File: config.mk
export PLATFORM = sky130hd
export DESIGN_NAME = lfsr_chk_sat_counter
export DESIGN_NICKNAME = d
export VERILOG_FILES = /design/src/rtl/lfsr_chk_sat_counter.sv
export SDC_FILE = /design/constraint.sdc
export NUM_CORES = 1
export LEC_CHECK = 0
export CORE_MARGIN = 1.5
export CORE_UTILIZATION = 53
export CTS_CLUSTER_DIAMETER = 60
export CTS_CLUSTER_SIZE = 14
export DETAILED_ROUTE_END_ITERATION = 8
export GPL_ROUTABILITY_DRIVEN = 1
export PLACE_DENSITY = 0.94
export SKIP_LAST_GASP = 1
export SLEW_MARGIN = 5
export SYNTH_ARGS = -nofsm -noshare
export SYNTH_HDL_FRONTEND = slang
export SYNTH_SLANG_ARGS = --single-unit
File: constraint.sdc
create_clock -name clk -period 3.61 [get_ports clk]
set_input_delay 0.5415 -clock clk [delete_from_list [all_inputs] [get_ports clk]]
set_output_delay 0.5415 -clock clk [all_outputs]
set_load 0.02 [all_outputs]
File: src/rtl/lfsr_chk_sat_counter.sv
// Saturating up-counter with a synchronous clear that wins over increment.
module lfsr_chk_sat_counter #(
    parameter int unsigned W = 16
) (
    input  logic         clk,
    input  logic         rst_n,
    input  logic         inc,
    input  logic         clr,
    output logic [W-1:0] cnt
);

    // Count up on inc, hold at all-ones, clear on clr.
    always_ff @(posedge clk or negedge rst_n) begin
        if (!rst_n) begin
            cnt <= '0;
        end else if (clr) begin
            cnt <= '0;
        end else if (inc && (cnt != '1)) begin
            cnt <= cnt + W'(1);
        end
    end

endmodule

==> metrics.txt, run 1 <==
status=finished clean; Post-CTS Hold Fix Bufs=0; R2R depth=5; sequential area share after synthesis=42.50%; Synth cell types=28; Antenna Violating Nets Remaining=0; RR Startpoint=cnt[0]$_DFFE_PN0P_; crit end category=register; Max rail drop VDD=167.9 uV; Synth area leaders=dfrtp_1 42%, a21oi_1 5.8%, o31ai_1 5.6%; Syn Nets=103; worst skew pair latency=0.29 ns; Die X=between 40 and 50 um; metal3 WL=64 um; total wire length=1990 um; Hold Path Class=register to register; core area=1689 um^2; Biggest register=cnt; leakage=0.0004514 uW; WL/cell=15.08 um; synthesis-to-layout area growth=22.04%; Root Driver=clkbuf_4; Num CTS Buffers=3; initial drt markers=21; First-pass DRT Iterations=4; Max FO, Critical Path=19; Starting Density=around 56%; met2 routed WL=between 900 and 1000 um; Slew @ Worst Pin=0.8367 ns; Final setup viols=0; via count=~900; critical path class=register to register; Placed Cells=roughly 130; flop-to-flop setup slack=1.38 ns; RSZ-0062 raised after global routing=false; grt total ovfl=0; worst rel slew slack=43.80%; overall power=approximately 300 uW; max-cap violations=0; final net count=about 120; CTS tree=yes; worst r2r dst=cnt[15]$_DFFE_PN0P_; mapped cell area=942.2 um^2; Layout Skew=0.0006549 ns; vias in the first global route=about 750; die height=45.16 um; Clk pin slew, worst setup/hold paths=approximately 0.090 ns; max FFs per register=16; initial antenna violation count=0; number of diodes=0; clock sinks=16; HP Start=cnt[14]$_DFFE_PN0P_; Die Area=approximately 2000 um^2; worst setup margin=approximately 1.4 ns; DRC viols=0; Yosys warning total=0; share of cells above drive strength 1=a little over a tenth; global-route wire length before repair=3270 um; fill cell count=130; fin crit share=61.81%; setup slack at placement=1.320 ns; syn_area_per_cell=approximately 9.6 um^2; Largest regs=cnt (16); largest net degree at the start of global routing=23; Pwr Density=262.5 nW/um^2; row count=15; worst hold stages=2; Hold Path Sink=cnt[14]$_DFFE_PN0P_; Setup TNS=0 ns; Period minus WS final=2.231 ns; final hold vios=0; CTS Buffer Depth=2; Synth top area share=42.50%; Max Transition Viols Final=0; all-layer global routing usage=about 22%; critical path data required time=3.80 ns; number of buffers added on ports=19; io pins=20; Peak Freq=between 400 and 500 MHz; dpl hpwl=1402 um; Final Non-Filler Cells=132; DR vias/cell=6.689; routability congestion estimate=0.8364; #FFs+latches synth=16; H-tree level count=1; quantity of gates resized following cts=0; area leader, netlist=dfrtp_1; CP arrival=2.42 ns; Worst setup SP type=register; final core utilization=68.07%; Post-CTS Setup Bufs=0; Post-Syn Instances=between 90 and 100; top sig layer=met4; wire length on met1=~900 um
## cell usage after synthesis
| cell type | number |
|---|---|
| nand4_1 | 6 |
| o21ai_0 | 1 |
| buf_6 | 1 |
| o31ai_1 | 7 |
| nor4_1 | 4 |
| nor2_1 | 4 |
| nand3_1 | 3 |
| and4_2 | 2 |
| nand4_2 | 1 |
| a21oi_1 | 11 |
| or4_1 | 5 |
| inv_1 | 3 |
| or3_2 | 1 |
| o21ai_1 | 3 |
| nor2b_1 | 4 |
| or3_1 | 2 |
| or4_2 | 2 |
| o211ai_2 | 1 |
| nand2_1 | 6 |
| clkbuf_1 | 4 |
| nor3_1 | 1 |
| nand3b_1 | 1 |
| and3_1 | 2 |
| ha_1 | 1 |
| a211oi_2 | 1 |
| mux2_1 | 4 |
| nor4_4 | 1 |
| dfrtp_1 | 16 |
## per-layer routing
layer / track usage, % / up-vias
li1: - / 417
met1: 28.50 / 441
met2: 33.43 / 20
met3: 4.800 / 5
met4: 12.35 / 0
met5: 0 / -
## kinds of logic (layout without fill, tap and decap cells)
family	after synthesis	count (layout)	synth area share, %
mux	4	4	4.781
fa+ha+maj	1	1	1.328
buf+inv	8	25	3.983
compound gates	24	24	16.20
flops	16	16	42.50
simple gates	45	45	31.21
## how the worst max path moves through the flow
stage                            start                   to  slack [ns]  cells after the start
floorplan           cnt[0]$_DFFE_PN0P_  cnt[15]$_DFFE_PN0P_        1.73                      5
global placement                   inc   cnt[3]$_DFFE_PN0P_        1.39                      4
detailed placement                 inc   cnt[3]$_DFFE_PN0P_        1.32                      4
CTS                 cnt[0]$_DFFE_PN0P_  cnt[15]$_DFFE_PN0P_        1.39                      5
global route        cnt[0]$_DFFE_PN0P_  cnt[15]$_DFFE_PN0P_        1.20                      5
finish              cnt[0]$_DFFE_PN0P_  cnt[15]$_DFFE_PN0P_        1.38                      5
## power by group
group | total (uW) | internal, uW | switching [uW]
sequential | 183 | 181 | 2.10
clock | 95.5 | 38.9 | 56.5
combinational | 23.6 | 8.55 | 15.1
total | 302 | 228 | 73.7
## final cells by class
class	instances	area, um^2	area share [%]
Clock buffer	3	22.52	1.959
Inverter	3	11.26	0.9793
Multi-Input combinational cell	74	504.2	43.85
Sequential cell	16	400.4	34.82
Tap cell	17	21.27	1.850
Timing Repair Buffer	19	190.2	16.54
## critical path, cell delays in order, from the launching register on
cell and delay [ns]:
dfrtp_1 0.42, ha_1 0.25, nand4_2 0.15, nor4_4 0.79, nor4_1 0.17, mux2_1 0.34
## through the flow
step	hold slack, ns	area [um^2]
after floorplan	0.2459	942.2
after global placement	0.5754	1127
after detailed placement	0.5973	1127
after CTS	0.6109	1150
after global routing	0.6360	1150
final	0.6083	1150
## placed cells by master, fill, tap and decap left out
cell / synthesis / layout
a211oi_2: 1 / 1
a21oi_1: 11 / 11
and3_1: 2 / 2
and4_2: 2 / 2
clkbuf_4: 0 / 3
clkdlybuf4s50_1: 0 / 19
dfrtp_1: 16 / 16
ha_1: 1 / 1
inv_1: 3 / 3
mux2_1: 4 / 4
nand2_1: 6 / 6
nand3_1: 3 / 3
nand3b_1: 1 / 1
nand4_1: 6 / 6
nand4_2: 1 / 1
nor2_1: 4 / 4
nor2b_1: 4 / 4
nor3_1: 1 / 1
nor4_1: 4 / 4
nor4_4: 1 / 1
o211ai_2: 1 / 1
o21ai_0: 1 / 1
o21ai_1: 3 / 3
o31ai_1: 7 / 7
or3_1: 2 / 2
or3_2: 1 / 1
or4_1: 5 / 5
or4_2: 2 / 2
(Power assumes the default switching activity.)
==> run 2: changes to the inputs <==
- CORE_UTILIZATION: 53 -> 49
- PLACE_DENSITY: 0.94 -> 0.88
- clock period: 3.61 -> 2.06 ns (I/O delays scaled with it)
==> run 2 against run 1 <==
Net effect: utilization rose by 0.22 points; final area rose by 4.8%; sequential cell count did not move; final cell count rose by 11%; fmax rose by 13%; total power rose by 75%; critical endpoint is now cnt[2]$_DFFE_PN0P_.
==> metrics.txt, run 2 (synthesized netlist as in run 1, its figures left out) <==
clock sinks=16 (unchanged); CTS Buffer Depth=2 (unchanged); R2R depth=7 (+2); final core utilization=68.30% (+0.22 points); worst rel slew slack=52.59% (+8.8 points); Die X=46.85 um (+3.7%); Period minus WS final=1.975 ns (-0.2566 ns); DR vias/cell=6.110 (-8.7%); Max rail drop VDD=340.7 uV (+100%); max incr delay on CP=0.53 ns (-0.26 ns); Antenna Violating Nets Remaining=0 (unchanged); Max Transition Viols Final=0 (unchanged); fill cell count=148 (+14%); status=finished clean; CTS tree=yes; Clk pin slew, worst setup/hold paths=0.09 ns (about the same); vias in the first global route=774 (+3.5%); Pwr Density=437.7 nW/um^2 (+67%); WL/cell=15.48 um (+2.7%); CP Depth=7 (+2); global-route wire length before repair=3394 um (+3.8%); worst skew pair latency=0.28 ns (about the same); CP arrival=2.18 ns (-0.24 ns); Max FO, Critical Path=8 (-11); Root Driver=clkbuf_4; io pins=20 (unchanged); delay-heaviest family, CP=simple AND/OR/NAND/NOR gates; worst setup margin=0.08541 ns (-1.293 ns); max-cap violations=0 (unchanged); all-layer global routing usage=21.65% (-0.26 points); Post-CTS Hold Fix Bufs=0 (unchanged); initial antenna violation count=0 (unchanged); leakage=0.0004829 uW (+7.0%); critical path class=register to register; Starting Density=53.40% (-2.4 points); RSZ-0062 raised after global routing=false; DRC viols=0 (unchanged); Setup TNS=0 ns (unchanged); final hold vios=0 (unchanged); final net count=128 (+4.9%); commonest non-fill, non-tap cell in the layout=clkdlybuf4s50_1; Layout Skew=0.001693 ns (+0.001038 ns); number of buffers added on ports=19 (unchanged); First-pass DRT Iterations=4 (unchanged); dpl hpwl=1548 um (+10%); grt total ovfl=0 (unchanged); crit end category=register; die height=46.85 um (+3.7%); commonest non-fill, non-tap cells in the layout=19 x clkdlybuf4s50_1, 16 x dfrtp_1, 11 x a21oi_1, 7 x o31ai_1; Final setup viols=0 (unchanged); row count=15 (unchanged); slowest stage cell on the critical path=or4_2; share of cells above drive strength 1=14.88% (+4.4 points); core area=1764 um^2 (+4.4%); Slew @ Worst Pin=0.7090 ns (-0.1277 ns); setup slack at placement=0.06711 ns (-1.253 ns); critical path data required time=2.27 ns (-1.53 ns); Die Area=2195 um^2 (+7.6%); Crit path buffers/inverters=2 (+2); via count=892 (+1.0%); initial drt markers=20 (-4.8%); routability congestion estimate=0.8017 (-4.1%); synthesis-to-layout area growth=27.89%; largest net degree at the start of global routing=19 (-17%); Num CTS Buffers=3 (unchanged); number of diodes=0 (unchanged); Biggest register=cnt; max FFs per register=16 (unchanged); H-tree level count=1 (unchanged); crit-path cells=ha_1 > nand4_2 > nor4_4 > buf_4 > buf_4 > or4_2 > a21oi_1; Peak Freq=506.4 MHz (+13%); Hold Path Class=primary input to asynchronous set/reset pin; Largest regs=cnt (16); Worst setup SP type=register; fin crit share=95.85% (+34 points); Crit path top cell by count=buf_4; total wire length=2260 um (+14%)
## run 2: report_power, final
part / internal (uW) / total, uW / switching [uW]
combinational: 17.4 / 45.8 / 28.4
clock: 67.7 / 161 / 93.0
sequential: 317 / 321 / 4.15
total: 402 / 527 / 126
## run 2: per-stage QoR
step                      instances  hold slack [ns]  power (uW)  instance area, um^2
after floorplan                  98          0.01341       347.5                942.2
after global placement          141           0.5772       370.6                 1167
after detailed placement        141           0.6087       372.5                 1167
after CTS                       144           0.4745       530.1                 1190
after global routing            146           0.4996       549.2                 1205
final                           146           0.4481       527.3                 1205
## run 2: per-layer routing
metal	track usage (%)	vias up	wire, um
met3	2.692	8	106
li1	-	426	-
met4	7.222	0	25
met1	30.53	424	1067
met2	34.52	34	1061
met5	0	-	0
## run 2: final cells by class
type / count / area (um^2) / area share (%)
well taps: 25 / 31.28 / 2.596
clock buffers: 3 / 22.52 / 1.869
multi-input cells: 74 / 504.2 / 41.85
repair buffers: 25 / 235.2 / 19.52
flip-flops and latches: 16 / 400.4 / 33.23
inverters: 3 / 11.26 / 0.9346
## run 2: worst paths after layout
| check | start | to | slack [ns] |
|---|---|---|---|
| worst min register to register | cnt[14]$_DFFE_PN0P_ | cnt[14]$_DFFE_PN0P_ | 0.62 |
| worst min-delay path | rst_n | cnt[14]$_DFFE_PN0P_ | 0.45 |
| worst max register to register | cnt[0]$_DFFE_PN0P_ | cnt[2]$_DFFE_PN0P_ | 0.09 |
| min in group clk | cnt[14]$_DFFE_PN0P_ | cnt[14]$_DFFE_PN0P_ | 0.62 |
| worst max-delay path | cnt[0]$_DFFE_PN0P_ | cnt[2]$_DFFE_PN0P_ | 0.09 |
| max in group asynchronous | rst_n | cnt[9]$_DFFE_PN0P_ | 1.16 |
## run 2: timing repair
item,CTS,global route
buffers inserted,0,2
setup endpoints to repair,0,5
resized for setup,0,0
